$ cat src/rtl/alu_pkg.sv
// Shared definitions for the wide add/subtract sequencer.
//   BYTE_W         : width of one datapath slice
//   OP_ADD/OP_SUB  : encoding of the op input
//   state_e        : sequencer state encoding
package alu_pkg;
    localparam int   BYTE_W = 8;
    localparam logic OP_ADD = 1'b0;
    localparam logic OP_SUB = 1'b1;

    typedef enum logic {
        ST_IDLE = 1'b0,
        ST_RUN  = 1'b1
    } state_e;
endpackage

$ cat src/rtl/byte_add_sub.sv
// Combinational 8-bit ripple-carry adder/subtractor slice.
//   a, b  : byte operands
//   sub   : 1 = invert b (subtract); the +1 comes in through cin
//   cin   : carry into bit 0
//   s     : byte sum
//   c7    : carry into bit 7 (used for signed overflow)
//   cout  : carry out of bit 7
module byte_add_sub
    import alu_pkg::*;
(
    input  logic [BYTE_W-1:0] a,
    input  logic [BYTE_W-1:0] b,
    input  logic              sub,
    input  logic              cin,
    output logic [BYTE_W-1:0] s,
    output logic              c7,
    output logic              cout
);
    logic [BYTE_W:0]   carry;
    logic [BYTE_W-1:0] bx;

    always_comb begin
        carry    = '0;
        bx       = '0;
        s        = '0;
        carry[0] = cin;
        for (int i = 0; i < BYTE_W; i++) begin
            bx[i]      = b[i] ^ sub;
            s[i]       = a[i] ^ bx[i] ^ carry[i];
            carry[i+1] = (a[i] & bx[i]) | (carry[i] & (a[i] ^ bx[i]));
        end
        c7   = carry[BYTE_W-1];
        cout = carry[BYTE_W];
    end
endmodule

$ cat src/rtl/multibyte_addsub_seq.sv
// Wide two's-complement add/subtract, one byte per cycle, LSB first.
//   clk, rst  : clock, synchronous active-high reset
//   start     : request, accepted only when idle
//   op        : 0 = a+b, 1 = a-b
//   a, b      : operands, latched on the accepting edge
//   busy      : operation in progress
//   done      : one-cycle pulse, result and flags valid
//   result    : sum/difference
//   c_out     : carry out of top byte (subtract: 1 = no borrow)
//   overflow  : signed overflow
//   zero      : result == 0
module multibyte_addsub_seq
    import alu_pkg::*;
#(
    parameter int NBYTES = 4
) (
    input  logic                     clk,
    input  logic                     rst,
    input  logic                     start,
    input  logic                     op,
    input  logic [BYTE_W*NBYTES-1:0] a,
    input  logic [BYTE_W*NBYTES-1:0] b,
    output logic                     busy,
    output logic                     done,
    output logic [BYTE_W*NBYTES-1:0] result,
    output logic                     c_out,
    output logic                     overflow,
    output logic                     zero
);
    localparam int          W     = BYTE_W * NBYTES;
    localparam int          IDX_W = (NBYTES > 1) ? $clog2(NBYTES) : 1;
    localparam logic [IDX_W-1:0] LAST = IDX_W'(NBYTES - 1);

    state_e           state_q, state_d;
    logic [IDX_W-1:0] idx_q, idx_d;
    logic             carry_q, carry_d;
    logic             op_q, op_d;
    logic [W-1:0]     a_q, a_d, b_q, b_d;
    logic [W-1:0]     result_q, result_d;
    logic             c_out_q, c_out_d;
    logic             ovf_q, ovf_d;
    logic             zero_q, zero_d;
    logic             done_q, done_d;

    logic [BYTE_W-1:0] a_byte, b_byte, s_byte;
    logic              c7, byte_cout;
    logic [W-1:0]      res_nxt;

    // Single shared slice; the current byte of the latched operands is muxed in.
    assign a_byte = a_q[int'(idx_q)*BYTE_W +: BYTE_W];
    assign b_byte = b_q[int'(idx_q)*BYTE_W +: BYTE_W];

    byte_add_sub u_slice (
        .a    (a_byte),
        .b    (b_byte),
        .sub  (op_q),
        .cin  (carry_q),
        .s    (s_byte),
        .c7   (c7),
        .cout (byte_cout)
    );

    always_comb begin
        state_d  = state_q;
        idx_d    = idx_q;
        carry_d  = carry_q;
        op_d     = op_q;
        a_d      = a_q;
        b_d      = b_q;
        result_d = result_q;
        c_out_d  = c_out_q;
        ovf_d    = ovf_q;
        zero_d   = zero_q;
        done_d   = 1'b0;
        // Result with the current byte merged in, so zero sees the full new value.
        res_nxt  = result_q;
        res_nxt[int'(idx_q)*BYTE_W +: BYTE_W] = s_byte;

        case (state_q)
            ST_IDLE: begin
                if (start) begin
                    a_d     = a;
                    b_d     = b;
                    op_d    = op;
                    idx_d   = '0;
                    carry_d = op;   // +1 of a + ~b + 1 enters as byte-0 carry-in
                    state_d = ST_RUN;
                end
            end
            ST_RUN: begin
                result_d = res_nxt;
                carry_d  = byte_cout;
                if (idx_q == LAST) begin
                    c_out_d = byte_cout;
                    ovf_d   = c7 ^ byte_cout;
                    zero_d  = (res_nxt == '0);
                    done_d  = 1'b1;
                    idx_d   = '0;
                    state_d = ST_IDLE;
                end else begin
                    idx_d = idx_q + 1'b1;
                end
            end
            default: state_d = ST_IDLE;
        endcase
    end

    always_ff @(posedge clk) begin
        if (rst) begin
            state_q  <= ST_IDLE;
            idx_q    <= '0;
            carry_q  <= 1'b0;
            op_q     <= OP_ADD;
            a_q      <= '0;
            b_q      <= '0;
            result_q <= '0;
            c_out_q  <= 1'b0;
            ovf_q    <= 1'b0;
            zero_q   <= 1'b0;
            done_q   <= 1'b0;
        end else begin
            state_q  <= state_d;
            idx_q    <= idx_d;
            carry_q  <= carry_d;
            op_q     <= op_d;
            a_q      <= a_d;
            b_q      <= b_d;
            result_q <= result_d;
            c_out_q  <= c_out_d;
            ovf_q    <= ovf_d;
            zero_q   <= zero_d;
            done_q   <= done_d;
        end
    end

    assign busy     = (state_q == ST_RUN);
    assign done     = done_q;
    assign result   = result_q;
    assign c_out    = c_out_q;
    assign overflow = ovf_q;
    assign zero     = zero_q;
endmodule

$ cat config.mk
export PLATFORM = sky130hd
export DESIGN_NAME = multibyte_addsub_seq
export DESIGN_NICKNAME = d
export VERILOG_FILES = /design/src/rtl/alu_pkg.sv /design/src/rtl/byte_add_sub.sv /design/src/rtl/multibyte_addsub_seq.sv
export SDC_FILE = /design/constraint.sdc
export NUM_CORES = 1
export LEC_CHECK = 0
export BUFFER_PORTS_ARGS = -buffer_cell sky130_fd_sc_hd__buf_2
export CORE_MARGIN = 2
export CORE_UTILIZATION = 43
export CTS_BUF_LIST = sky130_fd_sc_hd__clkbuf_4 sky130_fd_sc_hd__clkbuf_8 sky130_fd_sc_hd__clkbuf_16
export CTS_CLUSTER_DIAMETER = 50
export CTS_CLUSTER_SIZE = 16
export DETAILED_ROUTE_END_ITERATION = 10
export GPL_TIMING_DRIVEN = 1
export PLACE_DENSITY = 0.65
export SYNTH_ARGS = -nofsm -noshare
export SYNTH_HDL_FRONTEND = slang
export SYNTH_SLANG_ARGS = --single-unit
$ cat constraint.sdc
create_clock -name clk -period 4.97 [get_ports clk]
set_input_delay 0.2485 -clock clk [delete_from_list [all_inputs] [get_ports clk]]
set_output_delay 0.2485 -clock clk [all_outputs]
set_load 0.005 [all_outputs]
**Word-level counts from Yosys, hierarchy flattened**

Cells that the tools add are included.

- Bits in registers: 105
- Input bits: 68
- Output and inout bits: 37
- Word-level logic and storage cells: 83

- $add $sub $neg: 2
- Eq/ne operators: 2
- Shift operators: 4
- Mux-type cells: 10
- Bitwise operators: 50
- Reduce and logical (&&, ||, !) cells: 4

Operator list:

| kind | number |
|---|---|
| variable part select 32 x 6 -> 8 bit | 2 |
| negation 5 -> 33 bit | 1 |
| variable shift 8 x 33 -> 32 bit, first input constant | 1 |
| variable part select 8 x 33 -> 32 bit | 1 |
| bitwise mux 32 bit | 1 |
| logical NOT 32 bit | 1 |
| bitwise XOR 1 bit | 25 |
| AND 1 bit | 16 |
| bitwise OR 1 bit | 8 |
| 2-to-1 mux 1 bit | 4 |
| 2-to-1 mux 2 bit | 2 |
| one-hot mux 1 bit (2 select lines) | 2 |
| one-hot mux 2 bit (2 select lines) | 1 |
| AND reduction 2 bit | 2 |
| adder 2 x 1 -> 2 bit, second input constant | 1 |
| equality test 2 bit, second input constant | 1 |
| inequality test 2 bit, second input constant | 1 |
| OR reduction 2 bit | 1 |
| NOT 1 bit | 1 |

**Longest topological paths before layout**

- Depth after elaboration: 21
- Depth in mapped cells: 17
- Mapped depth without buffers: 16

**By module**

From an unflattened synthesis, not the netlist that was laid out.

- Cell total of the unflattened synthesis: 539
- Area total of the unflattened synthesis: 4703.3 µm²

Modules (own cells, without submodules):

| module | times used | cells an instance | area each (µm²) | sequential area each (µm²) |
|---|---|---|---|---|
| multibyte_addsub_seq | 1 | 506 | 4401.7 | 2102.0 |
| byte_add_sub | 1 | 33 | 301.5 | 0.0 |

**Worst setup path after synthesis**

OpenSTA, ideal clock, no wires.

- Path kind: register -> register
- From: register idx_q[0]
- To: register zero_q, in the netlist zero
- Setup time: 60 ps
- Arrival time: 4670 ps
- Data required time: 4910 ps
- Slack: 240 ps
- Stages on the path, launching flop included: 18
- Buffers on the path: 2
- Clock period less this slack: 4730 ps
- Cells stage by stage: dfxtp_1 buf_6 buf_12 mux4_1 fa_1 fa_1 fa_1 fa_1 fa_1 inv_1 fa_1 fa_1 inv_1 fa_1 nor4b_1 nand2_1 o21ai_1 a32o_1

- Cells in the longest elaborated chain, start to end: 21
- Elaborated cells between the ends (all ways): 54
- Classes of those cells: 1 x add/sub; 1 x eq/ne; 4 x shift; 1 x mux; 45 x bitwise; 2 x reduce/logical

Ends and longest elaborated chain:

| item | line | RTL |
|---|---|---|
| from (decl) | multibyte_addsub_seq.sv:35 | `logic [IDX_W-1:0] idx_q, idx_d;` |
| from (signal assigned) | multibyte_addsub_seq.sv:123 | `idx_q <= idx_d;` |
| variable part select 32 x 6 -> 8 bit | multibyte_addsub_seq.sv:51 | `assign b_byte = b_q[int'(idx_q)*BYTE_W +: BYTE_W];` |
| bitwise XOR 1 bit | byte_add_sub.sv:28 | `bx[i] = b[i] ^ sub;` |
| bitwise XOR 1 bit | byte_add_sub.sv:29, byte_add_sub.sv:30 |  |
| AND 1 bit | byte_add_sub.sv:30 | `carry[i+1] = (a[i] & bx[i]) \| (carry[i] & (a[i] ^ bx[i]));` |
| bitwise OR 1 bit | byte_add_sub.sv:30 |  |
| AND 1 bit | byte_add_sub.sv:30 |  |
| bitwise OR 1 bit | byte_add_sub.sv:30 |  |
| AND 1 bit | byte_add_sub.sv:30 |  |
| [... 5 more ...] | - |  |
| AND 1 bit | byte_add_sub.sv:30 |  |
| bitwise OR 1 bit | byte_add_sub.sv:30 |  |
| AND 1 bit | byte_add_sub.sv:30 |  |
| bitwise OR 1 bit | byte_add_sub.sv:30 |  |
| bitwise XOR 1 bit | byte_add_sub.sv:29 | `s[i] = a[i] ^ bx[i] ^ carry[i];` |
| variable part select 8 x 33 -> 32 bit | multibyte_addsub_seq.sv:77 | `res_nxt[int'(idx_q)*BYTE_W +: BYTE_W] = s_byte;` |
| bitwise mux 32 bit | multibyte_addsub_seq.sv:77 |  |
| logical NOT 32 bit | multibyte_addsub_seq.sv:96 | `zero_d = (res_nxt == '0);` |
| to (signal assigned) | multibyte_addsub_seq.sv:131 | `zero_q <= zero_d;` |
| to (decl) | multibyte_addsub_seq.sv:42 | `logic zero_q, zero_d;` |

Parallel ways exist; a longest one is shown, timed or not.
A chain may end at the register's enable or synchronous reset.

**Final worst setup path**

Same ends and word-level chain as after synthesis.

==> impl_results.md <==
* Status: complete, no violations
* Final setup viols at 0
* Core area at 10300 um2
* Maximum VDD drop at 0.159 mV
* Static Leak at 2.31 nW
* Fill cells at 1007
* Slew @ Worst Pin at 0.795 ns
* Grt total ovfl at 0
* Syn nets at 583
* Fin Setup TNS at 0 ns
* Hold Crit Start: b[12]
* Setup slack, reg-to-reg at 0.26 ns
* Fmax at 212 MHz
* Max-cap violations at 0
* Vias in the first global route at 3645
* Drc violations at 0
* Hold path endpoint: b_q[12]
* Total GRT Usage at 20.0%
* Slowest Stage Delay on Critical Path at 0.59 ns
* # rows at 37
* Slowest-stage cell, CP: fa_2
* Post-synthesis sequential area ratio at 46.0%
* Die height at 107 um
* Crit path DAT at 4.99 ns
* Area delta synth->final at 17.8%
* First-pass GRT wire length at 17.9 mm
* CTS clk-pin slew, worst paths at 0.10 ns
* Worst hold path cell count at 3
* Synthesis-stage register bit count at 105
* Mapped Cells at 501
* I/O pin cnt at 105
* Worst-Skew Late Latency at 0.38 ns
* R2r worst-path depth at 16
* Largest net degree at the start of global routing at 80
* Avg Inst Size Synth at 9.12 um2
* Post-Route WL at 11.1 mm
* Post-route ant nets at 0
* DP Wirelength at 7.99 mm
* Initial core utilization at 44.2%
* Total clock sinks at 105
* Tcrit/Tclk final at 94.9%
* CTS root buffer: clkbuf_8
* Reg2Reg Capture Point: zero
* Post-CTS setup buffer count at 0
* Distinct cells, synth at 34
* Critical path type: reg2reg
* Routed WL per cell at 15.2 um
* Worst setup EP type: register
* Diode count at 0
* # H-tree levels at 3
* RSZ-0062 raised after global routing: false
* Initial antenna violation count at 0
* CTS Buf Count at 9
* YS warnings at 0
* CTS tree: yes
* Crit path launch type: register
* Type of the worst min-delay path: in2reg
* Slack of the critical path at 0.256 ns
* Final-report hold violation count at 0
* Worst rel slew slack at 47.0%
* Horiz. Die Dim at 107 um
* Cell mode on critical path: fa_1
* Final net count at 674
* Routed vias at 3776
* Iteration-0 DRC Markers at 161
* Critical Path Source: idx_q[0]
* Layout cells sized above 1 at 23.2%
* FF-to-FF Start: idx_q[0]
* Hold_buf cts at 0
* Die area at 11500 um2
* Final Critical Period at 4.71 ns
* Max-slew violations at 0
* Pre-Repair DR Iteration Count at 4
* Worst hold slack at 0.0969 ns
* Pre-CTS setup slack at 0.132 ns
* PwrDens at 316 nW/um2
* CP required at 5.24 ns
* Netlist Area Pre-Place at 4570 um2
* GP Congestion at 0.838
* CP max FO at 5
* Worst Skew at 0.0123 ns
* Port bufs at 104
* Bufs on Longest Clock Path at 2
* Vias per inst at 5.16
* Crit-path cells: mux4_1 > xor2_1 > fa_1 > fa_1 > fa_1 > fa_1 > fa_1 > inv_1 > fa_1 > fa_1 > inv_1 > fa_2 > nor4b_2 > nand2_1 > o21ai_1 > a32o_1
cells by family (layout without fill, tap and decap cells):
| kind of cell | count (synthesis) | count (layout) | synth area share (%) |
|---|---|---|---|
| and+or+nand+nor | 202 | 202 | 18.9 |
| AOI/OAI and AO/OA | 111 | 111 | 14.1 |
| DFF | 105 | 105 | 46.0 |
| buffers and inverters | 42 | 137 | 4.49 |
| muxes | 18 | 18 | 9.64 |
| adders and majority gates | 14 | 14 | 5.15 |
| xor gates and xnor gates | 9 | 9 | 1.73 |
worst max-delay path: cells and delay by family, from the launching register on:
kind            cells  cell delay (ns)
flops               1             0.39
compound gates      2             0.29
buf+inv             2             0.14
xor+xnor            1             0.17
fa+ha+maj           8             2.94
simple gates        2             0.12
mux                 1             0.56
sequential cells by signal, indices dropped and copies added, names as in the netlist:
register / cells
overflow: 1
c_out: 1
done: 1
zero: 1
carry_q: 1
result: 32
b_q: 32
a_q: 32
busy: 1
idx_q: 2
op_q: 1
cell type report:
type / instances / area (um2) / share of cell area (%)
Multi-Input combinational cell: 354 / 2280 / 42.4
Sequential cell: 105 / 2110 / 39.2
Clock inverter: 5 / 63.8 / 1.19
Timing Repair Buffer: 113 / 588 / 10.9
Tap cell: 136 / 170 / 3.16
Clock buffer: 10 / 138 / 2.56
Inverter: 9 / 33.8 / 0.628
layer usage:
| metal | vias up | share of wire, % | global-route usage, % |
|---|---|---|---|
| li1 | 1902 | - | - |
| met1 | 1764 | 45 | 25.0 |
| met2 | 96 | 49 | 34.5 |
| met3 | 14 | 3.8 | 3.04 |
| met4 | 0 | 2.0 | 8.26 |
| met5 | - | 0 | 0 |
placed cells by master, fill, tap and decap left out, drive strengths merged, types with 2 or more instances in the layout:
| cell type | Yosys | routed |
|---|---|---|
| nor2 | 39 | 39 |
| nor4b | 3 | 3 |
| nor3 | 4 | 4 |
| ha | 6 | 6 |
| buf | 21 | 113 |
| inv | 9 | 11 |
| a22oi | 30 | 30 |
| dfxtp | 105 | 105 |
| mux2i | 2 | 2 |
| nand2 | 141 | 141 |
| xnor2 | 2 | 2 |
| nor4 | 9 | 9 |
| mux4 | 16 | 16 |
| xor2 | 7 | 7 |
| a21oi | 77 | 77 |
| fa | 8 | 8 |
| clkbuf | 12 | 10 |
per-stage QoR:
| stage | cell area (um2) | utilization, % | power [W] | std cells |
|---|---|---|---|---|
| after floorplan | 4570 | - | 0.00108 | 501 |
| after global placement | 5160 | 50.0 | 0.00116 | 717 |
| after detailed placement | 5160 | 50.0 | 0.00117 | 717 |
| after CTS | 5370 | 52.0 | 0.00171 | 732 |
| after global routing | 5380 | 52.1 | 0.00178 | 732 |
| final | 5380 | 52.1 | 0.00170 | 732 |
report_power, final:
part	total, W	internal (W)	leakage (nW)	switching, W
Clock	0.000551	0.000249	0.0994	0.000302
Sequential	0.000900	0.000877	0.857	0.0000235
Combinational	0.000249	0.000103	1.36	0.000145
timing repair:
item | CTS | global route
setup endpoints to repair | 0 | 1
endpoints found under the hold margin | 0 | 0
gates resized for setup | 0 | 4
worst max-delay path by stage:
stage / endpoint / slack [ns] / cells after the start
floorplan: zero / 0.24 / 17
global placement: zero / 0.24 / 16
detailed placement: zero / 0.13 / 16
CTS: zero / 0.11 / 16
global route: zero / 0.01 / 16
finish: zero / 0.26 / 16
synthesized netlist by cell type, drive strengths merged:
cell / number / area, um2
and4bb: 1 / 12.5
nor4: 9 / 56.3
nor4b: 3 / 41.3
fa: 8 / 160
nand3: 1 / 5.00
a21oi: 77 / 385
nor2b: 1 / 6.26
o21ai: 1 / 5.00
clkbuf: 12 / 45.0
nor3: 4 / 42.5
nand2b: 1 / 6.26
a32o: 1 / 10.0
xnor2: 2 / 17.5
mux2i: 2 / 20.0
ha: 6 / 75.1
buf: 21 / 126
and2: 1 / 6.26
xor2: 7 / 61.3
o21a: 1 / 7.51
a22oi: 30 / 225
or2b: 1 / 7.51
inv: 9 / 33.8
nand2: 141 / 532
dfxtp: 105 / 2100
nor2: 39 / 146
a41o: 1 / 10.0
mux4: 16 / 420
Note: power is estimated with default switching activity, not from simulation.
